**config.mk**
```make
export PLATFORM = sky130hd
export DESIGN_NAME = isqrt_ip
export DESIGN_NICKNAME = d
export VERILOG_FILES = /design/src/rtl/isqrt_ip.sv
export SDC_FILE = /design/constraint.sdc
export NUM_CORES = 1
export LEC_CHECK = 0
export ABC_AREA = 1
export CAP_MARGIN = 15
export CORE_MARGIN = 2
export CORE_UTILIZATION = 60
export CTS_BUF_LIST = sky130_fd_sc_hd__clkbuf_4 sky130_fd_sc_hd__clkbuf_8
export CTS_CLUSTER_SIZE = 16
export DETAILED_ROUTE_END_ITERATION = 8
export GPL_ROUTABILITY_DRIVEN = 1
export HOLD_SLACK_MARGIN = 0.06
export PLACE_DENSITY = 0.79
export SLEW_MARGIN = 30
export SYNTH_ARGS = -nofsm -noshare
export SYNTH_HDL_FRONTEND = slang
export SYNTH_SLANG_ARGS = --single-unit
```
**constraint.sdc**
```tcl
create_clock -name clk -period 11.6 [get_ports clk]
set_clock_uncertainty 0.2 [all_clocks]
set_input_delay 2.32 -clock clk [delete_from_list [all_inputs] [get_ports clk]]
set_output_delay 2.32 -clock clk [all_outputs]
set_load 0.01 [all_outputs]
```
**src/rtl/isqrt_ip.sv**
```systemverilog
// isqrt_ip: FIFO-buffered 32-bit unsigned integer square root, one result bit per cycle; ISQRT_REM_EN exports the remainder
module isqrt_ip #(
  parameter int DEPTH = 4,
  parameter int CNT_W = 8
) (
  input  logic             clk,
  input  logic             rst,
  input  logic             write,
  input  logic [31:0]      IPdata_in,
  output logic [31:0]      IPdata_out,
  output logic             ready,
  output logic             fifo_full,
  output logic [CNT_W-1:0] drop_cnt
);
  localparam int AW = $clog2(DEPTH);
  localparam logic [AW:0] FULL = (AW+1)'(DEPTH);
  typedef enum logic {IDLE, CALC} state_t;
  state_t state;
  logic [31:0] mem [DEPTH];
  logic [AW-1:0] wr_ptr, rd_ptr;
  logic [AW:0] count, count_n;
  logic [31:0] op;
  logic [17:0] rem, rem_s, trial, rem_n;
  logic [15:0] root, root_n, hi;
  logic [3:0] iter;
  logic pop, push, ge;
  assign pop = state == IDLE && count != '0;
  assign push = write && (count != FULL || pop);
  always_comb begin
    count_n = count + (AW+1)'(push) - (AW+1)'(pop);
    rem_s = {rem[15:0], op[31:30]};
    trial = {root, 2'b01};
    ge = rem_s >= trial;
    rem_n = ge ? rem_s - trial : rem_s;
    root_n = {root[14:0], ge};
  end
`ifdef ISQRT_REM_EN
  assign hi = rem_n[17:16] != 2'b00 ? 16'hFFFF : rem_n[15:0];
`else
  assign hi = '0;
`endif
  always_ff @(posedge clk)
    if (push) mem[wr_ptr] <= IPdata_in;
  always_ff @(posedge clk) begin
    if (rst) begin
      state <= IDLE;
      wr_ptr <= '0;
      rd_ptr <= '0;
      count <= '0;
      fifo_full <= 1'b0;
      drop_cnt <= '0;
      op <= '0;
      rem <= '0;
      root <= '0;
      iter <= '0;
      ready <= 1'b0;
      IPdata_out <= '0;
    end else begin
      wr_ptr <= wr_ptr + AW'(push);
      rd_ptr <= rd_ptr + AW'(pop);
      count <= count_n;
      fifo_full <= count_n == FULL;
      if (write && !push && drop_cnt != '1) drop_cnt <= drop_cnt + CNT_W'(1);
      if (state == IDLE) begin
        if (pop) begin
          op <= mem[rd_ptr];
          rem <= '0;
          root <= '0;
          iter <= '0;
          ready <= 1'b0;
          state <= CALC;
        end
      end else begin
        rem <= rem_n;
        root <= root_n;
        op <= {op[29:0], 2'b00};
        iter <= iter + 4'd1;
        if (iter == 4'd15) begin
          IPdata_out <= {hi, root_n};
          ready <= 1'b1;
          state <= IDLE;
        end
      end
    end
  end
endmodule

```
Word-level counts from Yosys, hierarchy flattened

Memory sizes are Yosys's and may differ from the RTL's. A register that Yosys moved wholly into a read port is not among the register bits.
Cells that the tools add are included.

Flip-flop bits (word level): 102
Bits in latches: 0
RAM bits: 128
Bits in read-only memories: 0
Output and inout port bits: 42
Word-level logic and storage cells: 57
Memories kept: 1

Memories:

| name | words | width | read ports | clocked after memory_dff | write ports | RTL line | RTL |
|---|---|---|---|---|---|---|---|
| mem  | 4     | 32    | 1          | 1                        | 1           | 19       | `logic [31:0] mem [DEPTH];` |

$add $sub $neg: 7
Multiply operators: 0
Divide/modulo/power cells: 0
Order comparisons: 1
Eq/ne operators: 5
Shift operators: 0
Muxes and demuxes: 18
Bitwise logic cells: 1
Reductions and logical operators: 11

Operator list:

| kind                                                                     | number |
|---|---|
| 16-bit 2-to-1 mux                                                        | 5 |
| 32-bit 2-to-1 mux                                                        | 2 |
| 18-bit greater-or-equal comparator                                       | 1 |
| 16-bit subtractor                                                        | 1 |
| 8-bit by 1-bit adder with 8-bit output (second input constant)           | 1 |
| 1-bit 2-to-1 mux                                                         | 8 |
| 4-bit 2-to-1 mux                                                         | 2 |
| 8-bit inequality test (second input constant)                            | 1 |
| 2-bit by 1-bit adder with 2-bit output                                   | 2 |
| 4-bit by 1-bit adder with 4-bit output (second input constant)           | 1 |
| 4-bit == test (second input constant)                                    | 1 |
| 1-bit logical AND                                                        | 4 |
| 2-bit AND reduction                                                      | 2 |
| 3-bit by 1-bit adder with 3-bit output                                   | 1 |
| 3-bit == test (second input constant)                                    | 1 |
| 3-bit inequality test (second input constant)                            | 1 |
| 3-bit nonzero test                                                       | 1 |
| 3-bit by 1-bit subtractor with 3-bit output                              | 1 |
| 2-bit 2-to-1 mux                                                         | 1 |
| 2-bit by 1-bit inequality test with 1-bit output (second input constant) | 1 |
| 2-bit nonzero test                                                       | 1 |
| 2-bit OR reduction                                                       | 1 |
| 1-bit zero test                                                          | 1 |
| 1-bit logical OR                                                         | 1 |
| 1-bit NOT                                                                | 1 |

Longest topological paths before layout

Depth in word-level cells: 7
Depth in mapped cells: 14

Least setup slack after synthesis

No wires, ideal clock.

Kind: input port to flip-flop
Start point: input write
End point: memory mem[0][0], enable pin
Data arrival time: 4.649 ns
Required time: 10.939 ns
Setup slack: 6.289 ns
Cell stages on the path: 2
Buffers on the path: 0
Cell sequence: nand2_1 -> nor3_1

Word-level cells in the longest chain between the ends: 3

Ends and longest elaborated chain:

| what                                   | RTL line | RTL |
|---|---|---|
| start, declared                        | 8        | `input logic write,` |
| 1-bit logical AND                      | 28       | `assign push = write && (count != FULL \|\| pop);` |
| 1-bit 2-to-1 mux                       | 43       | `if (push) mem[wr_ptr] <= IPdata_in;` |
| 1-bit 2-to-1 mux (not written as such) | 43       |  |
| end, declared                          | 19       |  |

No other way between the ends.

Worst setup path in the final report

Start point: input write
End point: register fifo_full

Word-level cells in the longest chain between the ends: 4

Ends and longest elaborated chain:

| what                                        | RTL line | RTL |
|---|---|---|
| 1-bit logical AND                           | 28       |  |
| 3-bit by 1-bit adder with 3-bit output      | 30       | `count_n = count + (AW+1)'(push) - (AW+1)'(pop);` |
| 3-bit by 1-bit subtractor with 3-bit output | 30       |  |
| 3-bit == test                               | 62       | `fifo_full <= count_n == FULL;` |
| end signal, assigned                        | 50       | `fifo_full <= 1'b0;` |
| end signal, assigned                        | 62       |  |
| end, declared                               | 12       | `output logic fifo_full,` |

No other way between the ends.
A chain may end at the register's enable or synchronous reset.

==> impl_metrics.yaml <==
placement:
  gp_congestion: 0.8745
  postPlaceCellArea_um2: 10880
  portBuffers: 60
  hpwl_um: 12590
  place_inst: 1321
  pre_cts_slack_ps: 6811
timing:
  max_slew.worst_pin.slew_ps: 885.4
  setup_viol: 0
  max-slew-margin-rel: 0.4097
  timing.final.crit_share: 0.3658
  timing.final.ws_setup_ps: 7356
  slew_limit_fails: 0
  fmax_mhz: 235.7
  totalNegativeSetupSlack_ps: 0
  unrepaired_setup_endpoints_after_global_routing: "no"
  timing_hold_violations_final: 0
  period_minus_slack_ps: 4244
layout:
  flow.area_growth_from_synthesis_pct: 15.06
  final_area_um2: 11800
  multi_input_comb_area_um2: 3656
  layout.cells.most_common_list: "sky130_fd_sc_hd__nand2_1 (252), sky130_fd_sc_hd__edfxtp_1 (128), sky130_fd_sc_hd__nor2_1 (123), sky130_fd_sc_hd__inv_1 (104), sky130_fd_sc_hd__dfxtp_1 (99)"
  layout_cells_sized_above_1: 0.1137
  antenna-diode-count: 0
  final_nets: 1201
  final_core_utilization: 0.7088
  mostFrequentLayoutCell: "sky130_fd_sc_hd__nand2_1"
  ff_latch_area_um2: 5892
  final_cell_count_no_fill: 1390
  filler_cell_count: 1249
yosys:
  synth_edf_count: 128
  syn_std_cell_area_um2: 10250
  synth_sequential_area_ratio: 0.5741
  synthFlopType: "sky130_fd_sc_hd__edfxtp_1"
  post_synth_inst_count: 1086
  avg_inst_size_synth_um2: 9.440
  synthArstFlopShare: 0
  synth-seq-cells: 230
  synth_top_area_cell: "sky130_fd_sc_hd__edfxtp_1"
  synthDominantCellAreaShare: 0.3749
  warnings_from_yosys: 0
  synth_area_leaders: "sky130_fd_sc_hd__edfxtp_1 (37%), sky130_fd_sc_hd__dfxtp_1 (20%), sky130_fd_sc_hd__nand2_1 (9.2%), sky130_fd_sc_hd__nor2_1 (4.5%), sky130_fd_sc_hd__inv_1 (3.8%)"
  post_synth_num_cell_types: 45
critical_path:
  timing.critical_path.buf_inv: 2
  setup.worst_path.start_class: "input port"
  crit_path_top_delay_cell: "sky130_fd_sc_hd__clkdlybuf4s50_1"
  category_of_the_worst_setup_path_capture_point: "flip-flop"
  critPathMaxFanout: 6
  cp_top_family: "adder cells"
  crit_arrival_ps: 4500
  worst_path_required_time_ps: 11860
  critical_path_s_largest_stage_delay_ps: 480
  worstPathCellList: "clkdlybuf4s50_1, nand2_1, ha_1, inv_1, ha_1, fa_1, xnor2_1, xor2_1, nand2_1, nor3_1"
  worst-setup-path-type: "input port to flip-flop"
detailed_routing:
  ant_nets: 0
  postRouteWirelength_um: 21100
  initialDrtViolationCount: 524
  detail_route.first_pass.iterations: 5
  avgRoutedWirePerCell_um: 15.18
  route.detailed.vias_per_inst: 5.447
  routed-via-count: 7572
  route.detailed.drc: 0
clock_tree:
  path_clk_slew_ps: 60
  clock_tree.buffer_depth: 3
  tritoncts_num_sinks: 230
  tritoncts.num_buffers: 38
  cts-htree-levels: 2
  clk_root_buffer_cell: "sky130_fd_sc_hd__clkbuf_8"
  post_cts_resize_count: 0
  clock_insertion_delay_worst_skew_ps: 530
  cts.repair_timing.setup_buffer_count: 0
  cts_tree: "done"
  cts-hold-fix-buffers: 0
grt:
  overflow_after_grt: 0
  grt_usage: 0.2410
  grt_pass1_vias: 7360
  number_of_antenna_violations_at_the_first_check_in_global_routing: 0
  grt_max_degree: 75
  first_pass_grt_wire_length_um: 34960
floorplan:
  initial_standard_cell_utilization_of_the_core: 0.6160
  floorplan.die.height_um: 134.7
  die_width_um: 134.7
  die_area_um2: 18150
  num_io_pins: 77
  coreArea_um2: 16640
  std_cell_rows: 47
pwr:
  power.ir.vdd_worst_uv: 152.8
  p_per_area_nw_per_um2: 237.3
  cellLeakagePower_nw: 4.451
flow_run:
  cap_viol_max_count: 0
worst_hold_path:
  hold_path_class: "flip-flop to flip-flop"
outcome:
  run_status: "complete, no violations"
[state kept, by name (all words and copies together) (netlist names)]
name and count:
mem 128, op 32, IPdata_out 16, rem 16, root 16, drop_cnt 8
iter 4, count 3, rd_ptr 2, wr_ptr 2, fifo_full 1, ready 1
state 1
[synthesized netlist by cell type, types with 2 or more instances]
| master | number |
|---|---|
| sky130_fd_sc_hd__a21oi_1 | 36 |
| sky130_fd_sc_hd__a21oi_2 | 11 |
| sky130_fd_sc_hd__a31oi_1 | 31 |
| sky130_fd_sc_hd__and2_1 | 2 |
| sky130_fd_sc_hd__buf_2 | 18 |
| sky130_fd_sc_hd__buf_4 | 18 |
| sky130_fd_sc_hd__buf_6 | 3 |
| sky130_fd_sc_hd__clkbuf_1 | 26 |
| sky130_fd_sc_hd__dfxtp_1 | 102 |
| sky130_fd_sc_hd__edfxtp_1 | 128 |
| sky130_fd_sc_hd__ha_1 | 24 |
| sky130_fd_sc_hd__inv_1 | 104 |
| sky130_fd_sc_hd__inv_2 | 3 |
| sky130_fd_sc_hd__mux2i_1 | 2 |
| sky130_fd_sc_hd__nand2_1 | 252 |
| sky130_fd_sc_hd__nand2_2 | 14 |
| sky130_fd_sc_hd__nand2_4 | 3 |
| sky130_fd_sc_hd__nand3_1 | 34 |
| sky130_fd_sc_hd__nand3_2 | 10 |
| sky130_fd_sc_hd__nand3b_1 | 11 |
| sky130_fd_sc_hd__nand4_1 | 6 |
| sky130_fd_sc_hd__nor2_1 | 123 |
| sky130_fd_sc_hd__nor2_2 | 2 |
| sky130_fd_sc_hd__nor2_4 | 2 |
| sky130_fd_sc_hd__nor3_1 | 8 |
| sky130_fd_sc_hd__nor4_1 | 2 |
| sky130_fd_sc_hd__o21ai_0 | 41 |
| sky130_fd_sc_hd__o221ai_1 | 2 |
| sky130_fd_sc_hd__o22ai_1 | 15 |
| sky130_fd_sc_hd__o32ai_1 | 30 |
| sky130_fd_sc_hd__xnor2_1 | 8 |
| sky130_fd_sc_hd__xor2_1 | 2 |
[cells by family after synthesis]
group / synth area share
muxes: 0.001953
and+or+nand+nor: 0.1992
xor gates and xnor gates: 0.008543
DFF: 0.5741
adders and majority gates: 0.03124
other: 0.0003658
buffers and inverters: 0.07762
AOI/OAI and AO/OA: 0.1070
[final cells by class]
cell class	instances	area share
Clock buffer	55	0.05993
Timing Repair Buffer	68	0.05558
Inverter	107	0.03426
Clock inverter	14	0.01750
Multi-Input combinational cell	696	0.3099
Sequential cell	230	0.4995
Tap cell	220	0.02333
[stage by stage]
step | hold WS [ps] | power (mW)
floorplan | 240.0 | 1.812
global placement | 250.9 | 1.960
detailed placement | 254.8 | 1.980
CTS | 265.0 | 2.813
global route | 290.4 | 2.990
finish | 262.6 | 2.799
[power by group]
part / internal (mW) / switching [mW] / total [mW]
logic: 0.316 / 0.619 / 0.935
clock network: 0.507 / 0.319 / 0.826
registers: 0.970 / 0.0684 / 1.04
total: 1.79 / 1.01 / 2.80
[layer usage]
| layer | part of all wire | track usage | vias to the layer above |
|---|---|---|---|
| met3 | 0.056 | 0.04617 | 48 |
| li1 | - | - | 3755 |
| met5 | 0 | 0 | - |
| met2 | 0.48 | 0.4005 | 213 |
| met4 | 0.029 | 0.1076 | 0 |
| met1 | 0.44 | 0.3089 | 3556 |
[path summary, 6_finish.rpt]
kind                                       startpoint               endpoint  slack [ps]  cells past startpoint
worst min register to register  root[15]$_SDFFE_PP0P_  root[15]$_SDFFE_PP0P_         260                      2
worst min-delay path            root[15]$_SDFFE_PP0P_  root[15]$_SDFFE_PP0P_         260                      2
worst max-delay path                            write   fifo_full$_SDFF_PP0_        7360                     10
worst max register to register       state$_SDFF_PP0_   fifo_full$_SDFF_PP0_        8230                     12
[tightest hold or removal path, cell delays in order (launching register included)]
cell                      delay [ps]
sky130_fd_sc_hd__dfxtp_1         310
sky130_fd_sc_hd__nand2_1          60
sky130_fd_sc_hd__a21oi_1          50
No activity file was read; power rests on OpenSTA's default activity.
